`config.mk`:
```
export PLATFORM = sky130hd
export DESIGN_NAME = vga_draw_arbiter
export DESIGN_NICKNAME = d
export VERILOG_FILES = /design/src/rtl/vga_pkg.sv /design/src/rtl/rr_arbiter2.sv /design/src/rtl/vga_draw_arbiter.sv
export SDC_FILE = /design/constraint.sdc
export NUM_CORES = 1
export LEC_CHECK = 0
export ABC_AREA = 0
export BUFFER_PORTS_ARGS = -buffer_cell sky130_fd_sc_hd__buf_2
export CORE_MARGIN = 1
export CORE_UTILIZATION = 48
export DETAILED_ROUTE_END_ITERATION = 6
export GPL_TIMING_DRIVEN = 0
export HOLD_SLACK_MARGIN = 0.06
export PLACE_DENSITY_LB_ADDON = 0.2
export SETUP_SLACK_MARGIN = 0.4
export SLEW_MARGIN = 0
export SYNTH_ARGS = -nofsm -noshare
export SYNTH_HDL_FRONTEND = slang
export SYNTH_SLANG_ARGS = --single-unit
```
`constraint.sdc`:
```
create_clock -name Clock -period 6.47 [get_ports Clock]
set_clock_uncertainty 0.15 [all_clocks]
set_input_delay 0.647 -clock Clock [delete_from_list [all_inputs] [get_ports Clock]]
set_output_delay 0.647 -clock Clock [all_outputs]
set_load 0.02 [all_outputs]
```
`src/rtl/vga_pkg.sv`:
```
// Screen geometry, colour format and lane layout shared by all drawers
// and by the VGA write arbiter.
package vga_pkg;

    localparam int nX          = 10;
    localparam int nY          = 9;
    localparam int COLOR_DEPTH = 9;
    localparam int XSCREEN     = 640;
    localparam int YSCREEN     = 480;

    localparam logic [COLOR_DEPTH-1:0] ERASE_COLOR = 9'b000_000_000;

    localparam int NUM_LANES    = 3;
    localparam int LANE_WIDTH   = 120;
    localparam int LANE_START_X = 140;

    typedef enum logic {
        SRV_A = 1'b0,
        SRV_B = 1'b1
    } served_e;

endpackage

```
`src/rtl/rr_arbiter2.sv`:
```
// Two-way round-robin arbiter; the pointer records the last client that
// completed a transfer and only moves when advance is asserted.
module rr_arbiter2
    import vga_pkg::*;
(
    input  logic       Clock,
    input  logic       Resetn,
    input  logic [1:0] req,
    input  logic       inhibit,
    input  logic       advance,
    output logic [1:0] gnt
);

    served_e last_served_q;
    served_e last_served_d;

    always_comb begin
        gnt           = 2'b00;
        last_served_d = last_served_q;
        if (!inhibit) begin
            case (req)
                2'b01:   gnt = 2'b01;
                2'b10:   gnt = 2'b10;
                2'b11:   gnt = (last_served_q == SRV_B) ? 2'b01 : 2'b10;
                default: gnt = 2'b00;
            endcase
        end
        if (advance && (gnt != 2'b00)) begin
            last_served_d = gnt[1] ? SRV_B : SRV_A;
        end
    end

    always_ff @(posedge Clock) begin
        if (!Resetn) begin
            last_served_q <= SRV_B;
        end else begin
            last_served_q <= last_served_d;
        end
    end

endmodule

```
`src/rtl/vga_draw_arbiter.sv`:
```
// Merges the player stream (never stalled) and two handshaked drawers
// into one registered VGA write port, clipping off-screen pixels.
module vga_draw_arbiter
    import vga_pkg::*;
#(
    parameter int nX          = vga_pkg::nX,
    parameter int nY          = vga_pkg::nY,
    parameter int COLOR_DEPTH = vga_pkg::COLOR_DEPTH,
    parameter int XSCREEN     = vga_pkg::XSCREEN,
    parameter int YSCREEN     = vga_pkg::YSCREEN
) (
    input  logic                   Clock,
    input  logic                   Resetn,
    input  logic [nX-1:0]          p_x,
    input  logic [nY-1:0]          p_y,
    input  logic [COLOR_DEPTH-1:0] p_color,
    input  logic                   p_write,
    input  logic [nX-1:0]          a_x,
    input  logic [nY-1:0]          a_y,
    input  logic [COLOR_DEPTH-1:0] a_color,
    input  logic                   a_valid,
    output logic                   a_ready,
    input  logic [nX-1:0]          b_x,
    input  logic [nY-1:0]          b_y,
    input  logic [COLOR_DEPTH-1:0] b_color,
    input  logic                   b_valid,
    output logic                   b_ready,
    output logic [nX-1:0]          VGA_x,
    output logic [nY-1:0]          VGA_y,
    output logic [COLOR_DEPTH-1:0] VGA_color,
    output logic                   VGA_write,
    output logic [15:0]            drop_count
);

    logic [1:0] gnt;
    logic       inhibit;
    logic       advance;

    logic                   sel_valid;
    logic [nX-1:0]          sel_x;
    logic [nY-1:0]          sel_y;
    logic [COLOR_DEPTH-1:0] sel_color;
    logic                   in_range;

    logic [nX-1:0]          vga_x_q, vga_x_d;
    logic [nY-1:0]          vga_y_q, vga_y_d;
    logic [COLOR_DEPTH-1:0] vga_color_q, vga_color_d;
    logic                   vga_write_q, vga_write_d;
    logic [15:0]            drop_count_q, drop_count_d;

    // Reset also inhibits so a pending handshake is never acknowledged.
    assign inhibit = p_write | ~Resetn;
    assign advance = (a_valid & gnt[0]) | (b_valid & gnt[1]);
    assign a_ready = gnt[0];
    assign b_ready = gnt[1];

    rr_arbiter2 u_rr (
        .Clock   (Clock),
        .Resetn  (Resetn),
        .req     ({b_valid, a_valid}),
        .inhibit (inhibit),
        .advance (advance),
        .gnt     (gnt)
    );

    always_comb begin
        sel_valid = 1'b1;
        sel_x     = p_x;
        sel_y     = p_y;
        sel_color = p_color;
        unique case (1'b1)
            p_write: begin
                sel_x     = p_x;
                sel_y     = p_y;
                sel_color = p_color;
            end
            gnt[0]: begin
                sel_x     = a_x;
                sel_y     = a_y;
                sel_color = a_color;
            end
            gnt[1]: begin
                sel_x     = b_x;
                sel_y     = b_y;
                sel_color = b_color;
            end
            default: sel_valid = 1'b0;
        endcase
    end

    assign in_range = ({1'b0, sel_x} < XSCREEN[nX:0])
                   && ({1'b0, sel_y} < YSCREEN[nY:0]);

    always_comb begin
        vga_x_d      = vga_x_q;
        vga_y_d      = vga_y_q;
        vga_color_d  = vga_color_q;
        vga_write_d  = 1'b0;
        drop_count_d = drop_count_q;
        if (sel_valid && in_range) begin
            vga_x_d     = sel_x;
            vga_y_d     = sel_y;
            vga_color_d = sel_color;
            vga_write_d = 1'b1;
        end
        if (sel_valid && !in_range && (drop_count_q != 16'hFFFF)) begin
            drop_count_d = drop_count_q + 16'd1;
        end
    end

    always_ff @(posedge Clock) begin
        if (!Resetn) begin
            vga_x_q      <= '0;
            vga_y_q      <= '0;
            vga_color_q  <= '0;
            vga_write_q  <= 1'b0;
            drop_count_q <= 16'd0;
        end else begin
            vga_x_q      <= vga_x_d;
            vga_y_q      <= vga_y_d;
            vga_color_q  <= vga_color_d;
            vga_write_q  <= vga_write_d;
            drop_count_q <= drop_count_d;
        end
    end

    assign VGA_x      = vga_x_q;
    assign VGA_y      = vga_y_q;
    assign VGA_color  = vga_color_q;
    assign VGA_write  = vga_write_q;
    assign drop_count = drop_count_q;

endmodule

```
==> flow_summary.toml <==
[worst_setup_path]
path_class = "primary input to register"
critical_path.cell_chain = "buf_2 -> a21boi_1 -> and3b_1 -> buf_2 -> a221oi_1 -> nand4_1 -> a21oi_2 -> buf_4 -> a21oi_1 -> a31o_2"
crit_arrival_ps = 3070
crit_fanout = 10
cp-end-kind = "register"
reg2reg_setup_slack_ps = 3610
path_depth = 10
critPathMaxStageDelay_ps = 390
start_kind = "primary input"
cp-endpoint = "drop_count[2]$_SDFFE_PN0P_"
critPathSlowestCell = "a221oi_1"
cp_top_family = "compound AO/OA/AOI/OAI gates"
r2r-start = "u_rr.last_served_q$_SDFFE_PN1P_"
rr_endpoint = "drop_count[2]$_SDFFE_PN0P_"
cpMostUsedCell = "buf_2"
cp-startpoint = "a_valid"
cp.required_ps = 6510
path_buf_inv = 3
worstRegToRegCells = 9

[floorplanning]
rows = 25
die_h_microns = 73.4
initial_utilization_pct = 50.8
die_x_microns = 73.4
die_area_sq_um = 5390
ioPinCount = 136
core_area_sq_um = 4820

[cts]
clockBufferDepth = 2
root_buffer = "clkbuf_8"
cts_sinks = 46
post-cts-setup-buffer-count = 0
ctsResizeCount = 0
cts_tree = "yes"
clkTransAtPathRegs_ps = 80
cts_inserted_buffers = 5
cts_hold_buf = 0
h-tree-depth = 2
clk_latency_ps = 300

[logic_synthesis]
synth_area_leaders = "dfxtp_1 (38%), a311oi_2 (9.8%), nand2_1 (6.6%)"
synth.most_common_cell = "dfxtp_1"
synth-async-reset-ratio_pct = 0
synth_cells = 286
synth_edf_count = 0
synth_area_sq_um = 2450
ys_ff_latch = 46
yosysSeqAreaShare_pct = 37.6
synth_common_cells = "dfxtp_1 (46), nand2_1 (43), nor2_1 (32), a22oi_1 (21), a311oi_2 (16)"
syn-mean-instance-area_sq_um = 8.56
yosysTopAreaCell = "dfxtp_1"
synth_top_area_share_pct = 37.6
synth_top_flop_cell = "dfxtp_1"
synth_warnings = 0
synth_nets = 376
synth_cell_types = 38

[placement]
dp.final_hpwl_microns = 5380
portBuffers = 134
gp_congestion = 0.869

[global_route]
grt_pass1_wl_microns = 10800
grt_overflow = 0
grt_max_degree = 14
antenna_found_initial = 0
track_usage_pct = 26.2
grt_pass1_vias = 2473

[power_and_ir_drop]
power_density_nw_per_um2 = 209
finalPower_uw = 687
power.static_leakage_nw = 1.56
ir_drop_v = 0.000132

[timing]
relSlewSlack_pct = 50.3
finalSetupViolCount = 0
fmax_mhz = 331
rsz0062_at_grt = "false"
final_max_slew_viol_count = 0
min_period_over_period_pct = 46.7
tns_ps = 0
period_minus_slack_ps = 3020
finalHoldViolCount = 0
worst_pin_slew_ps = 746

[detailed_routing]
wl_microns = 6790
drt_pass1_iterations = 5
wire_per_inst_microns = 13.7
ant_nets = 0
drcViolationCount = 0
vias = 2676
drtIter0Drc = 119
viasPerCell = 5.41

[cells_and_area]
multi_input_area_sq_um = 1380
diodes = 0
layout-drive-gt1-share_pct = 40.9
syn2layout_area_growth_pct = 34.6
fill_cells = 433
seq_area_sq_um = 921
nets = 517

[job]
max_cap_violations = 0

[outcome]
outcome = "completed"

[worst_hold_path]
hp-class = "register to register"
## report_power, final
| group | internal (mW) | switching, mW |
|---|---|---|
| combinational | 0.0778 | 0.112 |
| clock | 0.0863 | 0.0924 |
| sequential | 0.306 | 0.0124 |
| total | 0.470 | 0.217 |
## cells in the final DEF (no fill, tap or decap), drive strengths merged, types with 4 or more instances in the layout
master	count
nand2b	10
inv	8
a31o	4
a311oi	21
nand4	5
xnor2	4
clkbuf	20
dfxtp	46
a21oi	9
and3	6
nand2	44
o21ai	8
mux2i	9
buf	144
nor2	32
nand3	14
a22oi	21
## through the flow
step | cells | instance area (sq um) | util, % | hold slack (ps) | setup WS, ps
2_1_floorplan | 286 | 2450 | - | 290 | 3580
3_3_place_gp | 487 | 3200 | 66.5 | 298 | 3130
3_5_place_dp | 487 | 3200 | 66.5 | 301 | 3140
4_1_cts | 495 | 3290 | 68.4 | 313 | 3460
5_1_grt | 495 | 3290 | 68.4 | 350 | 3260
6_report | 495 | 3290 | 68.4 | 310 | 3450
## flip-flops by register name (all words and copies together), names as in the netlist
register and count:
drop_count 16, VGA_x 10, VGA_color 9, VGA_y 9
VGA_write 1, u_rr.last_served_q 1
## per-layer routing
layer | global-route usage [%] | vias to the layer above | wire length [microns]
met3 | 8.23 | 17 | 450
li1 | - | 1330 | -
met4 | 9.83 | 0 | 168
met1 | 30.2 | 1228 | 2810
met5 | 0 | - | 0
met2 | 45.3 | 101 | 3350
## cell families after synthesis
logic type | Yosys count | share of synthesized area (%)
flops | 46 | 37.6
simple gates | 119 | 22.8
compound gates | 76 | 27.9
mux | 9 | 3.68
fa+ha+maj | 1 | 0.511
buf+inv | 31 | 6.08
xor+xnor | 4 | 1.43
## worst min-delay path by stage
| stage | cells after the start | endpoint | start | slack (ps) |
|---|---|---|---|---|
| after floorplan | 2 | u_rr.last_served_q$_SDFFE_PN1P_ | u_rr.last_served_q$_SDFFE_PN1P_ | 290 |
| after global placement | 2 | VGA_x[7]$_SDFFE_PN0P_ | VGA_x[7]$_SDFFE_PN0P_ | 300 |
| after detailed placement | 2 | VGA_x[7]$_SDFFE_PN0P_ | VGA_x[7]$_SDFFE_PN0P_ | 300 |
| after CTS | 2 | VGA_x[7]$_SDFFE_PN0P_ | VGA_x[7]$_SDFFE_PN0P_ | 310 |
| after global routing | 2 | VGA_y[8]$_SDFFE_PN0P_ | VGA_y[8]$_SDFFE_PN0P_ | 350 |
| final | 2 | VGA_x[7]$_SDFFE_PN0P_ | VGA_x[7]$_SDFFE_PN0P_ | 310 |
## tightest hold or removal path: cells and delay by family (launching register included)
kind	cells	cell delay, ps
simple gates	1	50
compound gates	1	60
flops	1	310
## final cells by class
class,count,area share (%)
plain buffers,23,3.61
clock buffers,7,2.62
clock inverters,1,0.152
inverters,8,0.912
multi-input cells,209,41.8
flip-flops and latches,46,28.0
well taps,67,2.55
repair buffers,134,20.4
No activity file was read; power rests on OpenSTA's default activity.
